$ cat src/rtl/seg7_capture.sv
// Debounces a sampled 7-segment + DP bus, decodes each newly stable pattern to a digit
// and queues the reports in a small first-word-fall-through FIFO behind a valid/ready port.
module seg7_capture #(
    parameter int STABLE_CYCLES = 1024,
    parameter int FIFO_DEPTH    = 4
) (
    input  logic       wb_clk_i,
    input  logic       wb_rst_i,
    input  logic [6:0] seg_in,
    input  logic       dp_in,
    output logic       out_valid,
    input  logic       out_ready,
    output logic [3:0] out_digit,
    output logic       out_dp,
    output logic       out_invalid,
    output logic       overflow,
    output logic       stable
);

    localparam int CNT_W = $clog2(STABLE_CYCLES);
    localparam int PTR_W = $clog2(FIFO_DEPTH);
    localparam logic [CNT_W-1:0] CNT_MAX = CNT_W'(STABLE_CYCLES - 1);
    localparam logic [PTR_W:0]   DEPTH   = (PTR_W + 1)'(FIFO_DEPTH);

    // Entry layout: {invalid, dp, digit[3:0]}
    function automatic logic [5:0] decode(input logic [7:0] pat);
        logic [3:0] digit;
        logic       invalid;
        invalid = 1'b0;
        case (pat[6:0])
            7'h3F:        digit = 4'd0;
            7'h06:        digit = 4'd1;
            7'h5B:        digit = 4'd2;
            7'h4F:        digit = 4'd3;
            7'h66:        digit = 4'd4;
            7'h6D:        digit = 4'd5;
            7'h7C, 7'h7D: digit = 4'd6;
            7'h07, 7'h27: digit = 4'd7;
            7'h7F:        digit = 4'd8;
            7'h6F, 7'h67: digit = 4'd9;
            7'h00:        digit = 4'hF;
            default: begin
                digit   = 4'hF;
                invalid = 1'b1;
            end
        endcase
        return {invalid, pat[7], digit};
    endfunction

    logic [7:0]       sync1_p0, sync2_p1;
    logic [7:0]       cur_p2, last_p2;
    logic             last_vld;
    logic [CNT_W-1:0] cnt;
    logic [5:0]       mem [FIFO_DEPTH];
    logic [5:0]       hold_q, head;
    logic [PTR_W-1:0] wr_ptr, rd_ptr;
    logic [PTR_W:0]   count;
    logic             report, push, pop, full, wr_en;

    assign report = (sync2_p1 == cur_p2) && (cnt == CNT_MAX) && !stable;
    assign push   = report && (!last_vld || (cur_p2 != last_p2));
    assign full   = (count == DEPTH);
    assign pop    = out_valid && out_ready;
    // A push into a full FIFO still lands when the head leaves on the same edge
    assign wr_en  = push && (!full || pop);

    assign out_valid   = (count != '0);
    assign head        = out_valid ? mem[rd_ptr] : hold_q;
    assign out_digit   = head[3:0];
    assign out_dp      = head[4];
    assign out_invalid = head[5];

    always_ff @(posedge wb_clk_i) begin
        if (wb_rst_i) begin
            sync1_p0 <= '0;
            sync2_p1 <= '0;
            cur_p2   <= '0;
            last_p2  <= '0;
            last_vld <= 1'b0;
            cnt      <= '0;
            stable   <= 1'b0;
            wr_ptr   <= '0;
            rd_ptr   <= '0;
            count    <= '0;
            overflow <= 1'b0;
            hold_q   <= '0;
        end else begin
            // Stage p0/p1: two-flop synchroniser
            sync1_p0 <= {dp_in, seg_in};
            sync2_p1 <= sync1_p0;
            // Stage p2: stability tracking and report generation
            if (sync2_p1 != cur_p2) begin
                cur_p2 <= sync2_p1;
                cnt    <= '0;
                stable <= 1'b0;
            end else if (cnt != CNT_MAX) begin
                cnt <= cnt + CNT_W'(1);
            end else begin
                stable <= 1'b1;
            end
            if (report) begin
                last_p2  <= cur_p2;
                last_vld <= 1'b1;
            end
            if (push && !wr_en)
                overflow <= 1'b1;
            if (wr_en)
                wr_ptr <= wr_ptr + PTR_W'(1);
            if (pop)
                rd_ptr <= rd_ptr + PTR_W'(1);
            case ({wr_en, pop})
                2'b10:   count <= count + (PTR_W + 1)'(1);
                2'b01:   count <= count - (PTR_W + 1)'(1);
                default: count <= count;
            endcase
            if (out_valid)
                hold_q <= mem[rd_ptr];
        end
    end

    always_ff @(posedge wb_clk_i) begin
        if (wr_en)
            mem[wr_ptr] <= decode(cur_p2);
    end

endmodule

$ cat config.mk
export PLATFORM = sky130hd
export DESIGN_NAME = seg7_capture
export DESIGN_NICKNAME = d
export VERILOG_FILES = /design/src/rtl/seg7_capture.sv
export SDC_FILE = /design/constraint.sdc
export NUM_CORES = 1
export LEC_CHECK = 0
export BUFFER_PORTS_ARGS = -buffer_cell sky130_fd_sc_hd__buf_4
export CAP_MARGIN = 25
export CORE_UTILIZATION = 40
export DETAILED_ROUTE_END_ITERATION = 10
export HOLD_SLACK_MARGIN = 0.05
export PLACE_DENSITY = 0.66
export RECOVER_POWER = 50
export SETUP_SLACK_MARGIN = 0.1
export SYNTH_ARGS = -nofsm -noshare
export SYNTH_HDL_FRONTEND = slang
export SYNTH_SLANG_ARGS = --single-unit
$ cat constraint.sdc
create_clock -name wb_clk_i -period 7.15 [get_ports wb_clk_i]
set_input_delay 0.715 -clock wb_clk_i [delete_from_list [all_inputs] [get_ports wb_clk_i]]
set_output_delay 0.715 -clock wb_clk_i [all_outputs]
set_load 0.005 [all_outputs]
==> flow_summary.ini <==
[pwr]
peakVddDrop_uv = 128
combPwrFrac_pct = 2.9
p_sw_share_pct = 23.8
powerDensity_nw_per_um2 = 225
power.leakage_nw = 1.34
seqPwrFrac_pct = 57.4
pwr-share-clk_pct = 39.7
power.switching_mw = 0.207
p_int_mw = 0.663

[cts]
clkTransAtPathRegs_ps = 90
cts_resized = 0
clk_latency_ps = 360
cts_buffer_depth = 2
clock-sinks = 84
htree_levels = 3
cts_buffers = 9
clockRootBuffer = clkbuf_8
hold_buffers = 0
post_cts_buffers = 0
tritoncts = built

[final_layout]
multi_input_area_sq_um = 1450
antenna_cells = 0
final_nets = 341
area.sequential_sq_um = 1920
drive_gt1_share_pct = 15.8
final_cell_count_no_fill = 434
fill_cells = 755
syn_to_final_growth_pct = 11.3
final_core_util_pct = 46.7

[yosys]
synthFlopType = dfxtp_1
yosysUniqueCellTypes = 40
async_flop_share_pct = 0
netlist_instances = 313
synth_common_cells = 60 x dfxtp_1, 34 x nor2_1, 32 x nor2b_1, 24 x edfxtp_1, 20 x xnor2_1
ys_ff_latch = 84
syn_nets = 330
syn_area_per_cell_sq_um = 11.1
synth.most_common_cell = dfxtp_1
synth.yosys.warnings = 0
ys_top_cells_by_area = dfxtp_1 35%, edfxtp_1 21%, nor2b_1 5.8%
synth_top_area_cell = dfxtp_1
ys_seq_area_share_pct = 55.2
synth_edf_count = 24
synth_top_area_share_pct = 34.5
netlist_area_sq_um = 3480

[worst_setup_path]
worst_ep_required_time_ps = 7390
cp-start-kind = flop
path_max_fanout = 14
crit_arrival_ps = 3620
critPathKind = reg2reg
timing.rr.start = cnt[0]$_SDFFE_PP0P_
r2r_end = count[2]$_SDFFE_PP0P_
end_kind = flop
worst-r2r-cell-count = 10
rrSetupSlack_ps = 3770

[die]
die_w_microns = 95.3
die-height_microns = 95.3
num_io_pins = 20
die-area_sq_um = 9080
coreArea_sq_um = 8300
core.rowCount = 33
start_util_pct = 41.9

[min_path]
hold_path.startpoint = sync1_p0[7]$_SDFF_PP0_
holdPathEnd = sync2_p1[7]$_SDFF_PP0_
hold_path_class = reg2reg
worstHoldPathCells = 1

[placed_design]
gp_congestion = 0.820
numPlacedInstances = 418
hpwlAfterDp_microns = 3850
port_buffers = 19
preCtsSetupSlack_ps = 3820

[sta]
hold_viol = 0
grt_setup_unrepaired = false
fin_hold_ws_ps = 441
tns_ps = 0
slew_viol_final = 52
period_minus_slack_ps = 3380
fin_skew_ps = 11.6
finalSetupViolations = 0
tightest_slew_ps = 2170
fmax_ghz = 0.296
min_period_over_period_pct = 47.2
layout_setup_ws_ps = 3770
slew_headroom_pct = -44.4

[status]
status = complete, but fails checks
failed_checks = max-capacitance violations, max-slew violations

[drt]
drt_iter0_markers = 134
drc = 0
vias = 2193
viasPerCell = 5.05
drtAntennaViolNets = 0
first_pass_iters = 4
avgRoutedWirePerCell_microns = 13.3
drt_wl_total_microns = 5770

[global_route]
track_usage_pct = 14.1
grt_pass1_vias = 2056
grt-ovfl-total = 0
antenna_found_initial = 0
grt_pass1_wl_microns = 9560
grt_max_degree = 52

[job]
maxCapViolCount = 1
## power groups by stage
stage | sequential (mW) | combinational [mW] | clock [mW]
detailed placement | 0.510 | 0.0255 | 0
CTS | 0.499 | 0.0257 | 0.356
global placement | 0.510 | 0.0248 | 0
floorplan | 0.507 | 0.0200 | 0
global route | 0.500 | 0.0284 | 0.373
finish | 0.499 | 0.0252 | 0.346
## area by class of cell
cell class / instances / share of cell area, %
Clock inverter: 6 / 1.61
Sequential cell: 84 / 49.6
Clock buffer: 10 / 3.84
Multi-Input combinational cell: 204 / 37.4
Inverter: 6 / 0.581
Tap cell: 105 / 3.39
Timing Repair Buffer: 19 / 3.59
## worst max-delay path: stages, from the launching register on
cell and delay [ps]:
dfxtp_1 410, ha_1 280, nand3_2 100, or3_1 530
or4_4 610, nor2_4 240, nor2_1 80, fa_1 380
and3_1 160, mux2i_1 150, mux2_1 330
## cells by family after synthesis
kind of cell,count (synthesis),share of synthesized area (%)
xor gates and xnor gates,25,6.29
muxes,27,10.2
AOI/OAI and AO/OA,24,4.31
DFF,84,55.2
and+or+nand+nor,122,18.4
buffers and inverters,25,3.16
adders and majority gates,6,2.37
## layer usage
layer / GRT usage [%] / vias to the layer above / routed length [microns]
li1: - / 1094 / -
met1: 17.1 / 1040 / 2710
met2: 23.0 / 48 / 2670
met3: 4.15 / 11 / 273
met4: 6.69 / 0 / 114
met5: 0 / - / 0
## how the worst max path moves through the flow
stage                                        to  slack (ps)                start  depth (start not counted)
final                     count[2]$_SDFFE_PP0P_        3770  cnt[0]$_SDFFE_PP0P_                         10
after floorplan           count[2]$_SDFFE_PP0P_        4100  cnt[0]$_SDFFE_PP0P_                         12
after global placement    count[2]$_SDFFE_PP0P_        3920  cnt[0]$_SDFFE_PP0P_                         10
after global routing      count[2]$_SDFFE_PP0P_        3630  cnt[0]$_SDFFE_PP0P_                         10
after detailed placement  count[2]$_SDFFE_PP0P_        3820  cnt[0]$_SDFFE_PP0P_                         10
after CTS                 count[2]$_SDFFE_PP0P_        3790  cnt[0]$_SDFFE_PP0P_                         10
## placed cells by master (no fill, tap or decap), drive strengths merged, types with 2 or more instances in the layout
| cell type | netlist | final |
|---|---|---|
| edfxtp | 24 | 24 |
| o21ai | 3 | 3 |
| nor4 | 4 | 4 |
| a211oi | 2 | 2 |
| nor2b | 32 | 32 |
| and2 | 5 | 5 |
| or3 | 3 | 3 |
| dfxtp | 60 | 60 |
| xnor2 | 20 | 20 |
| ha | 5 | 5 |
| and3 | 3 | 3 |
| a31oi | 3 | 3 |
| buf | 3 | 16 |
| xor2 | 5 | 5 |
| nand2 | 19 | 19 |
| a21oi | 9 | 9 |
| inv | 6 | 10 |
| o211ai | 2 | 2 |
| mux4 | 6 | 6 |
| clkbuf | 16 | 13 |
| nand3 | 11 | 11 |
| nand4 | 4 | 4 |
| nor3 | 3 | 3 |
| mux2i | 12 | 12 |
| mux2 | 9 | 9 |
| clkinv | 0 | 2 |
| nor2 | 35 | 35 |
## through the flow
step	power, mW	instance area, sq um
6_report	0.870	3870
5_1_grt	0.902	3870
4_1_cts	0.881	3880
3_5_place_dp	0.536	3670
3_3_place_gp	0.535	3670
2_1_floorplan	0.527	3480
## registers in the layout, indices dropped and copies added (netlist names), 2 cells and up, named ones only
name      flops
cnt          10
count         3
cur_p2        8
hold_q        6
last_p2       8
mem          24
rd_ptr        2
sync1_p0      8
sync2_p1      8
wr_ptr        2
Power figures use the tool's default switching activity.
